**src/rtl/alu_share_arbiter.sv**
```systemverilog
// Round-robin arbiter sharing one combinational ALU between two requesters.
// Optional grant counters are enabled with `define ALU_ARB_STATS_EN.
module alu_share_arbiter #(
  parameter int DATA_WIDTH = 32,
  parameter int OP_WIDTH   = 4
`ifdef ALU_ARB_STATS_EN
  ,parameter int CNT_WIDTH = 16
`endif
) (
  input  logic                    clk,
  input  logic                    reset,
  input  logic [1:0]              req_valid_i,
  input  logic [2*OP_WIDTH-1:0]   req_op_i,
  input  logic [2*DATA_WIDTH-1:0] req_a_i,
  input  logic [2*DATA_WIDTH-1:0] req_b_i,
  output logic [1:0]              req_ready_o,
  output logic [1:0]              rsp_valid_o,
  input  logic [1:0]              rsp_ready_i,
  output logic [DATA_WIDTH-1:0]   rsp_result_o,
  output logic                    rsp_zero_o,
  output logic [OP_WIDTH-1:0]     alu_operation_o,
  output logic [DATA_WIDTH-1:0]   alu_a_o,
  output logic [DATA_WIDTH-1:0]   alu_b_o,
  input  logic [DATA_WIDTH-1:0]   alu_result_i,
  output logic                    busy_o
`ifdef ALU_ARB_STATS_EN
  ,output logic [CNT_WIDTH-1:0]   grant_cnt0_o,
  output logic [CNT_WIDTH-1:0]    grant_cnt1_o
`endif
);

  typedef enum logic [1:0] {IDLE, EXEC, RESP} state_t;

  state_t                  state, state_nxt;
  logic                    ptr, gnt, gnt_q, take, rsp_hs;
  logic [OP_WIDTH-1:0]     op_q;
  logic [DATA_WIDTH-1:0]   a_q, b_q;

  always_ff @(posedge clk) begin
    if (reset) state <= IDLE;
    else       state <= state_nxt;
  end

  always_comb begin
    state_nxt       = state;
    take            = 1'b0;
    rsp_hs          = 1'b0;
    req_ready_o     = '0;
    rsp_valid_o     = '0;
    alu_operation_o = '0;
    alu_a_o         = '0;
    alu_b_o         = '0;
    // pointer only breaks ties; a lone requester always wins
    gnt = (req_valid_i == 2'b11) ? ptr : req_valid_i[1];
    case (state)
      IDLE: if (|req_valid_i) begin
        take             = 1'b1;
        req_ready_o[gnt] = 1'b1;
        state_nxt        = EXEC;
      end
      EXEC: begin
        alu_operation_o = op_q;
        alu_a_o         = a_q;
        alu_b_o         = b_q;
        state_nxt       = RESP;
      end
      RESP: begin
        rsp_valid_o[gnt_q] = 1'b1;
        if (rsp_ready_i[gnt_q]) begin
          rsp_hs    = 1'b1;
          state_nxt = IDLE;
        end
      end
      default: state_nxt = IDLE;
    endcase
  end

  always_ff @(posedge clk) begin
    if (reset) begin
      ptr          <= 1'b0;
      gnt_q        <= 1'b0;
      op_q         <= '0;
      a_q          <= '0;
      b_q          <= '0;
      rsp_result_o <= '0;
    end else begin
      if (take) begin
        gnt_q <= gnt;
        op_q  <= gnt ? req_op_i[2*OP_WIDTH-1:OP_WIDTH]   : req_op_i[OP_WIDTH-1:0];
        a_q   <= gnt ? req_a_i[2*DATA_WIDTH-1:DATA_WIDTH] : req_a_i[DATA_WIDTH-1:0];
        b_q   <= gnt ? req_b_i[2*DATA_WIDTH-1:DATA_WIDTH] : req_b_i[DATA_WIDTH-1:0];
      end
      if (state == EXEC) rsp_result_o <= alu_result_i;
      if (rsp_hs)        ptr <= ~gnt_q;
    end
  end

  // zero flag is qualified so it never asserts without a response
  assign rsp_zero_o = (state == RESP) && (rsp_result_o == '0);
  assign busy_o     = (state != IDLE);

`ifdef ALU_ARB_STATS_EN
  always_ff @(posedge clk) begin
    if (reset) begin
      grant_cnt0_o <= '0;
      grant_cnt1_o <= '0;
    end else if (take) begin
      if (!gnt && grant_cnt0_o != '1) grant_cnt0_o <= grant_cnt0_o + 1'b1;
      if ( gnt && grant_cnt1_o != '1) grant_cnt1_o <= grant_cnt1_o + 1'b1;
    end
  end
`endif

endmodule

```
**config.mk**
```make
export PLATFORM = sky130hd
export DESIGN_NAME = alu_share_arbiter
export DESIGN_NICKNAME = d
export VERILOG_FILES = /design/src/rtl/alu_share_arbiter.sv
export SDC_FILE = /design/constraint.sdc
export NUM_CORES = 1
export LEC_CHECK = 0
export ABC_AREA = 1
export CAP_MARGIN = 10
export CELL_PAD_IN_SITES_DETAIL_PLACEMENT = 0
export CELL_PAD_IN_SITES_GLOBAL_PLACEMENT = 2
export CORE_MARGIN = 3
export CORE_UTILIZATION = 21
export DETAILED_ROUTE_END_ITERATION = 6
export PLACE_DENSITY = 0.82
export SYNTH_ARGS = -nofsm -noshare
export SYNTH_HDL_FRONTEND = slang
export SYNTH_SLANG_ARGS = --single-unit
```
**constraint.sdc**
```tcl
create_clock -name clk -period 3.1 [get_ports clk]
set_input_delay 0.31 -clock clk [delete_from_list [all_inputs] [get_ports clk]]
set_output_delay 0.31 -clock clk [all_outputs]
set_load 0.01 [all_outputs]
```
==> run_results.csv, run 1 <==
group,metric,value,unit
die,dieWidth,167,µm
synthesis,synth_edf_count,0,
sta,max_freq,390,MHz
synthesis,yosys-top-cells-count,"nor2_1, nand2_1, inv_1",
worst_setup_path,critPathLaunch,"state[0]",
sta,finalCriticalPeriod,2.56,ns
sta,tns,0,ns
grt,grt_util_met1,0.196,
sta,min_period_over_period,0.827,
placement,gp_congestion,0.757,
route,drcViolationCount,0,
synthesis,synth_fp_nets,1047,
sta,worst_slew_pin_slew,0.883,ns
finish,drive_gt1_frac,0.0315,
route,drt-total-wl,21800,µm
clock_tree,cts_resized,0,
power,pwr-share-seq,0.402,
sta,hold_ws,0.464,ns
clock_tree,cts-hold-fix-buffers,0,
worst_hold_path,hold_path_depth,4,
power,p_comb_frac,0.287,
route,drt_iter0_markers,247,
synthesis,ys_seq_elements,104,
sta,max_slew_margin,0.411,
worst_setup_path,arrival,2.25,ns
die,io_pins,280,
synthesis,synthMostInstantiatedCell,"nor2_1",
clock_tree,clkSinkCount,104,
placement,dpl_worst_slack,0.884,ns
worst_hold_path,holdCritPathClass,"input port to flip-flop",
clock_tree,cts_tree,"yes",
die,core_area,25300,µm²
worst_setup_path,critPathMaxFanout,44,
power,total_power,0.00383,W
synthesis,synth.area.top_cells,"dfxtp_1, nand3_1, nor2_1",
die,dieArea,27900,µm²
clock_tree,cts.path.max_buffers,2,
synthesis,synth.distinct_cells,19,
grt,grt_use_total,0.151,
placement,port-buffer-count,279,
finish,utilization,0.348,
route,vias,6204,
clock_tree,root_buffer,"clkbuf_16",
grt,grt-busiest-layer,"met2",
synthesis,synth_top_area_share,0.383,
synthesis,synthArstFlopShare,0,
die,start_util,0.215,
clock_tree,clkTransAtPathRegs,0.08,ns
die,row_count,58,
worst_setup_path,reg2reg_depth,7,
finish,final_net_count,1281,
route,drt-pass1-iter-count,6,
run_status,status,"finished clean",
grt,antenna_found_initial,1,
synthesis,ys_seq_area_frac,0.383,
worst_setup_path,worstPathRequired,2.79,ns
power,p_sw_frac,0.314,
route,wl_per_cell,15.1,µm
worst_setup_path,ff2ff_setup_slack,1.28,ns
grt,grt_max_degree,137,
grt,gr-total-overflow,0,
die,die_h,167,µm
worst_hold_path,hold_start,"req_valid_i[1]",
sta,fin_ws,0.535,ns
grt,grt_pass1_vias,6142,
synthesis,netlist_area,5440,µm²
sta,finalHoldViolations,0,
sta,setup_viol,0,
synthesis,syn_avg_cell_area,6.23,µm²
grt,grt_pass1_wl,34300,µm
worst_setup_path,criticalPathCategory,"flip-flop to output pin",
synthesis,synthCells,873,
clock_tree,htreeDepth,3,
worst_setup_path,cp-start-kind,"flip-flop",
clock_tree,postCtsSetupBuffers,0,
flow_run,cap_violations,0,
finish,antennaDiodeCount,0,
power,internal_power,0.00263,W
route,postRouteAntennaNets,0,
sta,rsz0062_at_grt,"false",
power,clock_power_share,0.311,
route,via_per_inst,4.30,
synthesis,yosysTopAreaCell,"dfxtp_1",
power,leakage,3.85,nW
synthesis,synth_warnings,0,
clock_tree,clk_latency,0.35,ns
worst_setup_path,worstReg2RegStart,"state[1]",
sta,worst_clock_skew,0.0103,ns
placement,post-dp-hpwl,14600,µm
sta,maxSlewViolCount,0,
grt,grt_use_met2,0.245,
worst_setup_path,worstSetupEndpointType,"output pin",
power,p_sw,0.00120,W
power,powerDensity,435,nW/µm²
clock_tree,cts_inserted_buffers,9,
synthesis,synthFlopType,"dfxtp_1",
finish,area_growth,61.8,%
power,peakVddDrop,0.360,mV
grt,grtUsageMet3,0.0508,
[metal layers]
metal  wire length (µm)  vias to the layer above  share of wire
li1                   -                     3205              -
met4                267                        2          0.012
met1               9960                     2767           0.46
met5                  9                        -        0.00041
met3               1850                       16          0.085
met2               9720                      214           0.45
[path summary, 6_finish.rpt]
| kind | end |
|---|---|
| max | alu_a_o[27] |
| min | gnt_q |
| max reg2reg | rsp_result_o[22] |
| min reg2reg | gnt_q |
[flip-flops by register name, summed over array words and instances (netlist names)]
name / flops
state: 2
rsp_result_o: 32
op_q: 4
gnt_q: 1
b_q: 32
ptr: 1
a_q: 32
[power groups by stage]
stage | registers, W | clock network, W | logic (W)
after global routing | 0.00156 | 0.00130 | 0.00123
after detailed placement | 0.00157 | 0 | 0.00111
after CTS | 0.00154 | 0.00127 | 0.00112
final | 0.00154 | 0.00119 | 0.00110
after global placement | 0.00157 | 0 | 0.00111
after floorplan | 0.00157 | 0 | 0.000558
[worst max-delay path, cell delays in order (launching register included)]
cell and delay [ns]:
dfxtp_1 0.44, nand2_4 0.35, buf_12 0.33, nor2_1 0.20, clkdlybuf4s50_1 0.57
[cells in the final DEF (no fill, tap or decap), types with 2 or more instances in the layout]
master           count
clkdlybuf4s50_1    278
nor2_1             155
nand2_1            152
inv_1              143
nand3_1            138
dfxtp_1            104
nand4_1             68
o21ai_0             32
clkbuf_16            9
buf_4                7
buf_12               5
a21oi_1              3
inv_6                3
nor3_1               2
inv_2                2
[layout make-up]
class                   instances  area [µm²]
flip-flops and latches        104        2080
fillers                      2815       16500
inverters                     145         544
well taps                     330         413
clock buffers                  10         229
clock inverters                 6        72.6
repair buffers                291        2940
multi-input cells             556        2520
[metrics by stage]
step | instances | instance area, µm²
floorplan | 873 | 5440
global placement | 1426 | 8500
finish | 1442 | 8800
CTS | 1442 | 8800
detailed placement | 1426 | 8500
global route | 1442 | 8800
[cell families after synthesis]
group | count (synthesis) | share of synthesized area
flip-flops | 104 | 0.383
AND/OR/NAND/NOR | 518 | 0.421
buffers and inverters | 213 | 0.158
AO/OA/AOI/OAI | 38 | 0.0382
(Power assumes the default switching activity.)
==> run 2, diff against run 1 <==
--- a/config.mk
+++ b/config.mk
@@ -10,9 +10,9 @@
 export CELL_PAD_IN_SITES_DETAIL_PLACEMENT = 0
 export CELL_PAD_IN_SITES_GLOBAL_PLACEMENT = 2
 export CORE_MARGIN = 3
-export CORE_UTILIZATION = 21
+export CORE_UTILIZATION = 19
 export DETAILED_ROUTE_END_ITERATION = 6
-export PLACE_DENSITY = 0.82
+export PLACE_DENSITY = 0.75
 export SYNTH_ARGS = -nofsm -noshare
 export SYNTH_HDL_FRONTEND = slang
 export SYNTH_SLANG_ARGS = --single-unit
==> constraint.sdc (replaced) <==
create_clock -name clk -period 2.38 [get_ports clk]
set_input_delay 0.238 -clock clk [delete_from_list [all_inputs] [get_ports clk]]
set_output_delay 0.238 -clock clk [all_outputs]
set_load 0.01 [all_outputs]
==> run 2 against run 1 <==
Sequential share of layout area shrank 0.25 points. Critical path depth stayed put. Cell count grew 3.5%. Clock-buffer cell count is the same. Routed wire length rose by 4.3%. First-iteration DRC count up 30%. Register-to-register slack got worse by 0.43 ns. Clock skew grew 0.0026 ns. Power grew 32%. Sequential power grew 31%. Critical endpoint is now alu_b_o[13].
==> run_results.csv, run 2 (synthesis results as in run 1) <==
group,metric,value,unit
run_status,status,"finished clean",
finish,area_growth,63.6,%
grt,grt_pass1_vias,6340,
die,io_pins,280,
power,p_sw_frac,0.317,
worst_hold_path,holdCritPathClass,"input port to flip-flop",
grt,grt_use_met2,0.246,
placement,gp_congestion,0.745,
finish,drive_gt1_frac,0.0341,
route,via_per_inst,4.21,
sta,setup_viol,0,
route,postRouteAntennaNets,0,
worst_setup_path,worstSetupEndpointType,"output pin",
grt,grt_max_degree,115,
route,wl_per_cell,15.2,µm
power,clock_power_share,0.317,
route,drt_iter0_markers,322,
clock_tree,cts_tree,"yes",
grt,grt_pass1_wl,36300,µm
finish,largestRegisters,"a_q x32, b_q x32, rsp_result_o x32",
flow_run,cap_violations,0,
finish,multiInputGateArea,2520,µm²
power,powerDensity,570,nW/µm²
worst_setup_path,cp-start-kind,"flip-flop",
route,drt-pass1-iter-count,6,
sta,maxSlewViolCount,0,
power,peakVddDrop,0.325,mV
worst_setup_path,reg2reg_depth,6,
clock_tree,clk_latency,0.36,ns
sta,tns,0,ns
power,leakage,3.86,nW
clock_tree,cts-hold-fix-buffers,0,
route,drcViolationCount,0,
finish,final_net_count,1282,
worst_setup_path,crit_path_max_incr_delay,0.56,ns
power,internal_power,0.00346,W
die,dieWidth,175,µm
power,p_comb_frac,0.287,
die,row_count,61,
power,total_power,0.00507,W
worst_setup_path,critPathMaxFanout,30,
clock_tree,clkSinkCount,104,
placement,post-dp-hpwl,15100,µm
finish,most-common-layout-cells,"clkdlybuf4s50_1, nor2_1, nand2_1, inv_1, nand3_1",
route,vias,6280,
die,dieArea,30700,µm²
grt,grt-busiest-layer,"met2",
grt,grtUsageMet3,0.0535,
placement,port-buffer-count,279,
clock_tree,cts_inserted_buffers,9,
finish,layout_commonest_cell,"clkdlybuf4s50_1",
sta,min_period_over_period,0.897,
grt,gr-total-overflow,0,
placement,dpl_cell_area,8580,µm²
clock_tree,clkTransAtPathRegs,0.08,ns
sta,rsz0062_at_grt,"false",
worst_setup_path,worstPathCellList,"nand2_4 > buf_4 > nor2_1 > clkdlybuf4s50_1",
worst_hold_path,hold_path_depth,4,
finish,final_cell_area,8900,µm²
finish,fillers,3149,
clock_tree,root_buffer,"clkbuf_16",
finish,utilization,0.318,
worst_setup_path,criticalPathCategory,"flip-flop to output pin",
die,die_h,175,µm
grt,grt_util_met1,0.185,
sta,finalCriticalPeriod,2.14,ns
worst_setup_path,cp_slowest_cell,"clkdlybuf4s50_1",
die,start_util,0.194,
route,drt-total-wl,22700,µm
sta,max_freq,468,MHz
grt,grt_use_total,0.149,
die,core_area,28000,µm²
finish,seqCellArea,2080,µm²
grt,antenna_found_initial,1,
sta,worst_clock_skew,0.0129,ns
clock_tree,htreeDepth,3,
sta,max_slew_margin,0.414,
worst_setup_path,worstPathRequired,2.14,ns
power,pwr-share-seq,0.396,
power,p_sw,0.00161,W
clock_tree,cts.path.max_buffers,2,
sta,worst_slew_pin_slew,0.879,ns
sta,finalHoldViolations,0,
worst_setup_path,ff2ff_setup_slack,0.85,ns
worst_setup_path,arrival,1.90,ns
run 2: path summary, 6_finish.rpt:
path                    from               to
max                 state[0]      alu_b_o[13]
min           req_valid_i[1]            gnt_q
max reg2reg         state[0]           b_q[0]
min reg2reg  rsp_result_o[2]  rsp_result_o[2]
run 2: repair_timing:
item / CTS / global route
gates resized for setup: 0 / 1
hold endpoints to repair: 0 / 0
endpoints found under the setup margin: 0 / 1
buffers inserted: 0 / 0
run 2: final cells by class:
type,instances,share of cell area
repair buffers,292,0.333
multi-input cells,556,0.284
flip-flops and latches,104,0.234
inverters,145,0.0612
well taps,378,0.0531
clock buffers,10,0.0269
clock inverters,6,0.00816
diodes,1,0.000281
run 2: per-stage QoR:
step | hold WS, ns | setup slack, ns | cells
floorplan | 0.307 | 1.09 | 873
global placement | 0.488 | 0.414 | 1475
detailed placement | 0.497 | 0.373 | 1475
CTS | 0.400 | 0.131 | 1491
global route | 0.453 | 0.0683 | 1491
finish | 0.422 | 0.245 | 1492
run 2: critical path, delay by kind of cell, from the launching register on:
family                 cells  cell delay, ns
flip-flops                 1            0.45
buffers and inverters      2            0.80
AND/OR/NAND/NOR            2            0.27
run 2: per-layer routing:
layer,share of wire,vias to the layer above
met1,0.44,2878
met2,0.46,175
met4,0.013,2
met5,0.00040,-
met3,0.081,20
li1,-,3205
run 2: power by group through the flow:
stage                     Combinational, W  Clock [W]  Sequential [W]
after global placement             0.00148          0         0.00205
after detailed placement           0.00148          0         0.00205
after CTS                          0.00149    0.00171         0.00201
after global routing               0.00163    0.00177         0.00203
after floorplan                   0.000726          0         0.00205
final                              0.00145    0.00161         0.00201
==> RTL edit 1: new RTL, config.mk and constraints of run 1 <==
Change the parameter `OP_WIDTH` from 4 to 6.
--- a/src/rtl/alu_share_arbiter.sv
+++ b/src/rtl/alu_share_arbiter.sv
@@ -4,3 +4,3 @@
   parameter int DATA_WIDTH = 32,
-  parameter int OP_WIDTH   = 4
+  parameter int OP_WIDTH   = 6
 `ifdef ALU_ARB_STATS_EN
Ports: changed (resized alu_operation_o and req_op_i); port bits go from 280 to 286. No check against the original RTL was run, so the function may have changed too.
==> RTL edit 1 against run 1 <==
- final cell count increased by 2.1%
- highest routed layer unchanged
- via count rose by 2.9%
- total power grew 1.4%
- fmax rose by 3.5%
- sequential cell count up 2
- synthesized cell count increased by 2.1%
- die area increased by 3.2%
- largest power group unchanged
- routed wire length up 5.5%
- worst setup slack better by 0.087 ns
- cell area grew 1.7%
- synthesized area increased by 3.3%
==> RTL edit 1: results <==
{
  "status": "finished, final reports clean",
  "clk_latency_ns": 0.37,
  "layout-drive-gt1-share_pct": 3.34,
  "first_global_vias": 6304,
  "gp_congestion": 0.744,
  "finClkSkew_ns": 0.0161,
  "p_leak_nw": 3.91,
  "num_vias": 6381,
  "dp.final_hpwl_um": 15800,
  "critical_path.max_stage_delay_ns": 0.54,
  "r2r_slack_ns": 1.13,
  "syn-num-nets": 1069,
  "r2r_cells": 6,
  "antenna_found_initial": 2,
  "nets": 1310,
  "crit_arrival_ns": 2.17,
  "crit_fanout": 50,
  "synth.area.top_cells": "dfxtp_1 38%, nand3_1 13%, nor2_1 11%, nand2_1 10%, inv_1 9.9%",
  "r2r-end": "b_q[30]",
  "r2r_start": "state[0]",
  "worstMarginPinSlew_ns": 0.878,
  "port_buffers": 285,
  "detail_route.iter0.violations": 293,
  "grt_usage_pct": 15.4,
  "min_path_cells": 5,
  "holdPathEnd": "op_q[1]",
  "synth-compound-area-share_pct": 3.83,
  "fillCellCount": 2842,
  "peakVddDrop_uv": 225,
  "grt_max_degree": 73
}
RTL edit 1: cells by family (layout without fill, tap and decap cells):
group,count (synthesis),after routing
simple gates,529,529
flops,106,106
compound gates,38,38
buf+inv,218,464
other cells,0,1
RTL edit 1: per-layer routing:
metal / vias to the layer above / global-route usage, % / part of all wire (%)
met3: 24 / 6.03 / 9.5
met5: - / 0 / 0.048
met4: 2 / 4.52 / 1.9
li1: 3273 / - / -
met2: 209 / 24.8 / 44
met1: 2873 / 19.0 / 44
RTL edit 1: worst max path at each step:
stage,cells past startpoint,from,endpoint
2_1_floorplan,5,state[1],req_ready_o[1]
3_3_place_gp,5,req_valid_i[0],req_ready_o[1]
3_5_place_dp,7,req_valid_i[0],a_q[29]
4_1_cts,4,state[0],alu_a_o[18]
5_1_grt,4,state[0],alu_a_o[30]
6_report,4,state[0],alu_a_o[18]
RTL edit 1: final cells by class:
cell class	instances	share of cell area, %
Clock buffer	9	2.52
Tap cell	335	4.68
Clock inverter	7	0.797
Antenna cell	1	0.0279
Multi-Input combinational cell	567	28.8
Inverter	149	6.26
Timing Repair Buffer	299	33.3
Sequential cell	106	23.7
RTL edit 1: metrics by stage:
step / setup slack [ns] / std cells / power, W / cell area, um2
global placement: 0.924 / 1456 / 0.00273 / 8650
global route: 0.424 / 1473 / 0.00415 / 8950
CTS: 0.556 / 1472 / 0.00396 / 8950
floorplan: 1.78 / 891 / 0.00219 / 5620
detailed placement: 0.909 / 1456 / 0.00273 / 8650
finish: 0.622 / 1473 / 0.00389 / 8950
RTL edit 1: report_power, final:
part | switching, W | internal [W]
registers | 0.0000787 | 0.00149
logic | 0.000585 | 0.000529
clock network | 0.000630 | 0.000571
==> RTL edit 2: new RTL, flow settings as in run 1 <==
Made on the original files. The 3 states of `state_t` get a one-hot encoding in 3 bits.
--- a/src/rtl/alu_share_arbiter.sv
+++ b/src/rtl/alu_share_arbiter.sv
@@ -31,3 +31,3 @@
 
-  typedef enum logic [1:0] {IDLE, EXEC, RESP} state_t;
+  typedef enum logic [2:0] {IDLE = 3'b001, EXEC = 3'b010, RESP = 3'b100} state_t;
 
Formal check against the unedited RTL: no difference found for any inputs over 10 cycles, from zero or initial values and one cycle with reset high; not proved beyond that.
==> RTL edit 2 against run 1 <==
- routed wire length down 3.1%
- count of clock-buffer cells in the layout down 1
- die area fell by 1.9%
- highest routed layer unchanged
- synthesized area decreased by 2.0%
- worst setup slack got worse by 0.058 ns
- critical path type unchanged
- cell area decreased by 2.0%
- utilization rose by 0.30 points
- global-route usage decreased by 0.25 points
- clock skew about the same
- largest power group unchanged
- sequential cell count grew 1
- total power is 3.0% lower
==> RTL edit 2: results <==
{
  "antenna_cells": 0,
  "layout-drive-gt1-share_pct": 3.56,
  "antenna_found_initial": 1,
  "ant_nets": 0,
  "p_leak_nw": 3.50,
  "firstDrtPassIters": 4,
  "synthCells": 876,
  "worst_path_max_delay_cell": "clkdlybuf4s50_1",
  "clk_latency_ns": 0.35,
  "finClkSkew_ns": 0.0105,
  "stdcell_count": 1447,
  "ctsHtreeMaxLevel": 3,
  "clk_pin_slew_worst_paths_ns": 0.08,
  "hold_class": "in -> reg",
  "async_flop_share_pct": 0,
  "gp_congestion": 0.751,
  "crit_fanout": 40,
  "synth_common_cells": "289 x nand2_1, 157 x nor2_1, 105 x dfxtp_1, 80 x inv_1, 72 x nand3_1",
  "cts_setup_buffers": 0,
  "synth.area.top_cells": "dfxtp_1 39%, nand2_1 20%, nor2_1 11%, nand3_1 6.8%, a21oi_1 6.7%",
  "detail_route.iter0.violations": 314,
  "critical_path.max_stage_delay_ns": 0.55,
  "ctsResizeCount": 0,
  "worstMarginPinSlew_ns": 0.945,
  "routedWlPerCell_um": 14.6,
  "num_vias": 6096,
  "synth.distinct_cells": 20,
  "numCtsBuffers": 9,
  "reg_top3": "a_q (32), b_q (32), rsp_result_o (32)",
  "grt_first_pass_wirelength_um": 32200,
  "first_global_vias": 5845,
  "syn-num-nets": 1050,
  "nets": 1292,
  "synth_edf_count": 0,
  "yosys_warnings": 0,
  "status": "finished, final reports clean",
  "yosysSeqAreaShare_pct": 39.4,
  "grt_max_degree": 73,
  "cts-root-buf": "clkbuf_16",
  "port_buffers": 279,
  "peakVddDrop_uv": 300,
  "dp.final_hpwl_um": 14700,
  "crit_arrival_ns": 2.31,
  "grt_usage_pct": 14.8
}
[RTL edit 2: worst max-delay path, delay by kind of cell (launching register included)]
kind	cells	cell delay, ns
AND/OR/NAND/NOR	2	0.39
buffers and inverters	3	1.16
flip-flops	1	0.36
[RTL edit 2: kinds of logic after synthesis]
| kind of cell | count (synthesis) | synth area share, % |
|---|---|---|
| flops | 105 | 39.4 |
| buf+inv | 142 | 11.4 |
| compound gates | 104 | 9.76 |
| simple gates | 525 | 39.4 |
[RTL edit 2: power breakdown]
group | internal (W) | total (W) | switching [W]
Clock | 0.000642 | 0.00120 | 0.000558
Sequential | 0.00148 | 0.00156 | 0.0000749
Combinational | 0.000450 | 0.000961 | 0.000511
Total | 0.00257 | 0.00372 | 0.00114
[RTL edit 2: area by class of cell]
| class | instances | area (um2) |
|---|---|---|
| Tap cell | 324 | 405 |
| Fill cell | 2720 | 16000 |
| Inverter | 81 | 305 |
| Timing Repair Buffer | 292 | 2880 |
| Multi-Input combinational cell | 629 | 2620 |
| Sequential cell | 105 | 2100 |
| Clock buffer | 9 | 225 |
| Clock inverter | 7 | 83.8 |
[RTL edit 2: worst paths after layout]
kind | cells after the start | endpoint | start | slack [ns]
min reg2reg | 2 | a_q[19] | a_q[19] | 0.46
max | 5 | alu_a_o[13] | state[0] | 0.48
max reg2reg | 6 | rsp_result_o[13] | state[0] | 1.30
min | 4 | state[0] | req_valid_i[1] | 0.38
[RTL edit 2: metal layers]
| metal | global-route usage, % | vias up | wire, um |
|---|---|---|---|
| met3 | 4.66 | 15 | 1750 |
| li1 | - | 3169 | - |
| met5 | 0 | - | 13 |
| met2 | 24.1 | 184 | 9340 |
| met1 | 19.5 | 2726 | 9840 |
| met4 | 2.80 | 2 | 187 |
[RTL edit 2: through the flow]
step | setup WS, ns | utilization, % | area [um2] | hold slack (ns)
floorplan | 1.66 | - | 5330 | 0.439
global placement | 0.870 | 33.8 | 8320 | 0.453
detailed placement | 0.819 | 33.8 | 8320 | 0.455
CTS | 0.414 | 35.1 | 8630 | 0.349
global route | 0.277 | 35.1 | 8630 | 0.397
finish | 0.477 | 35.1 | 8630 | 0.381
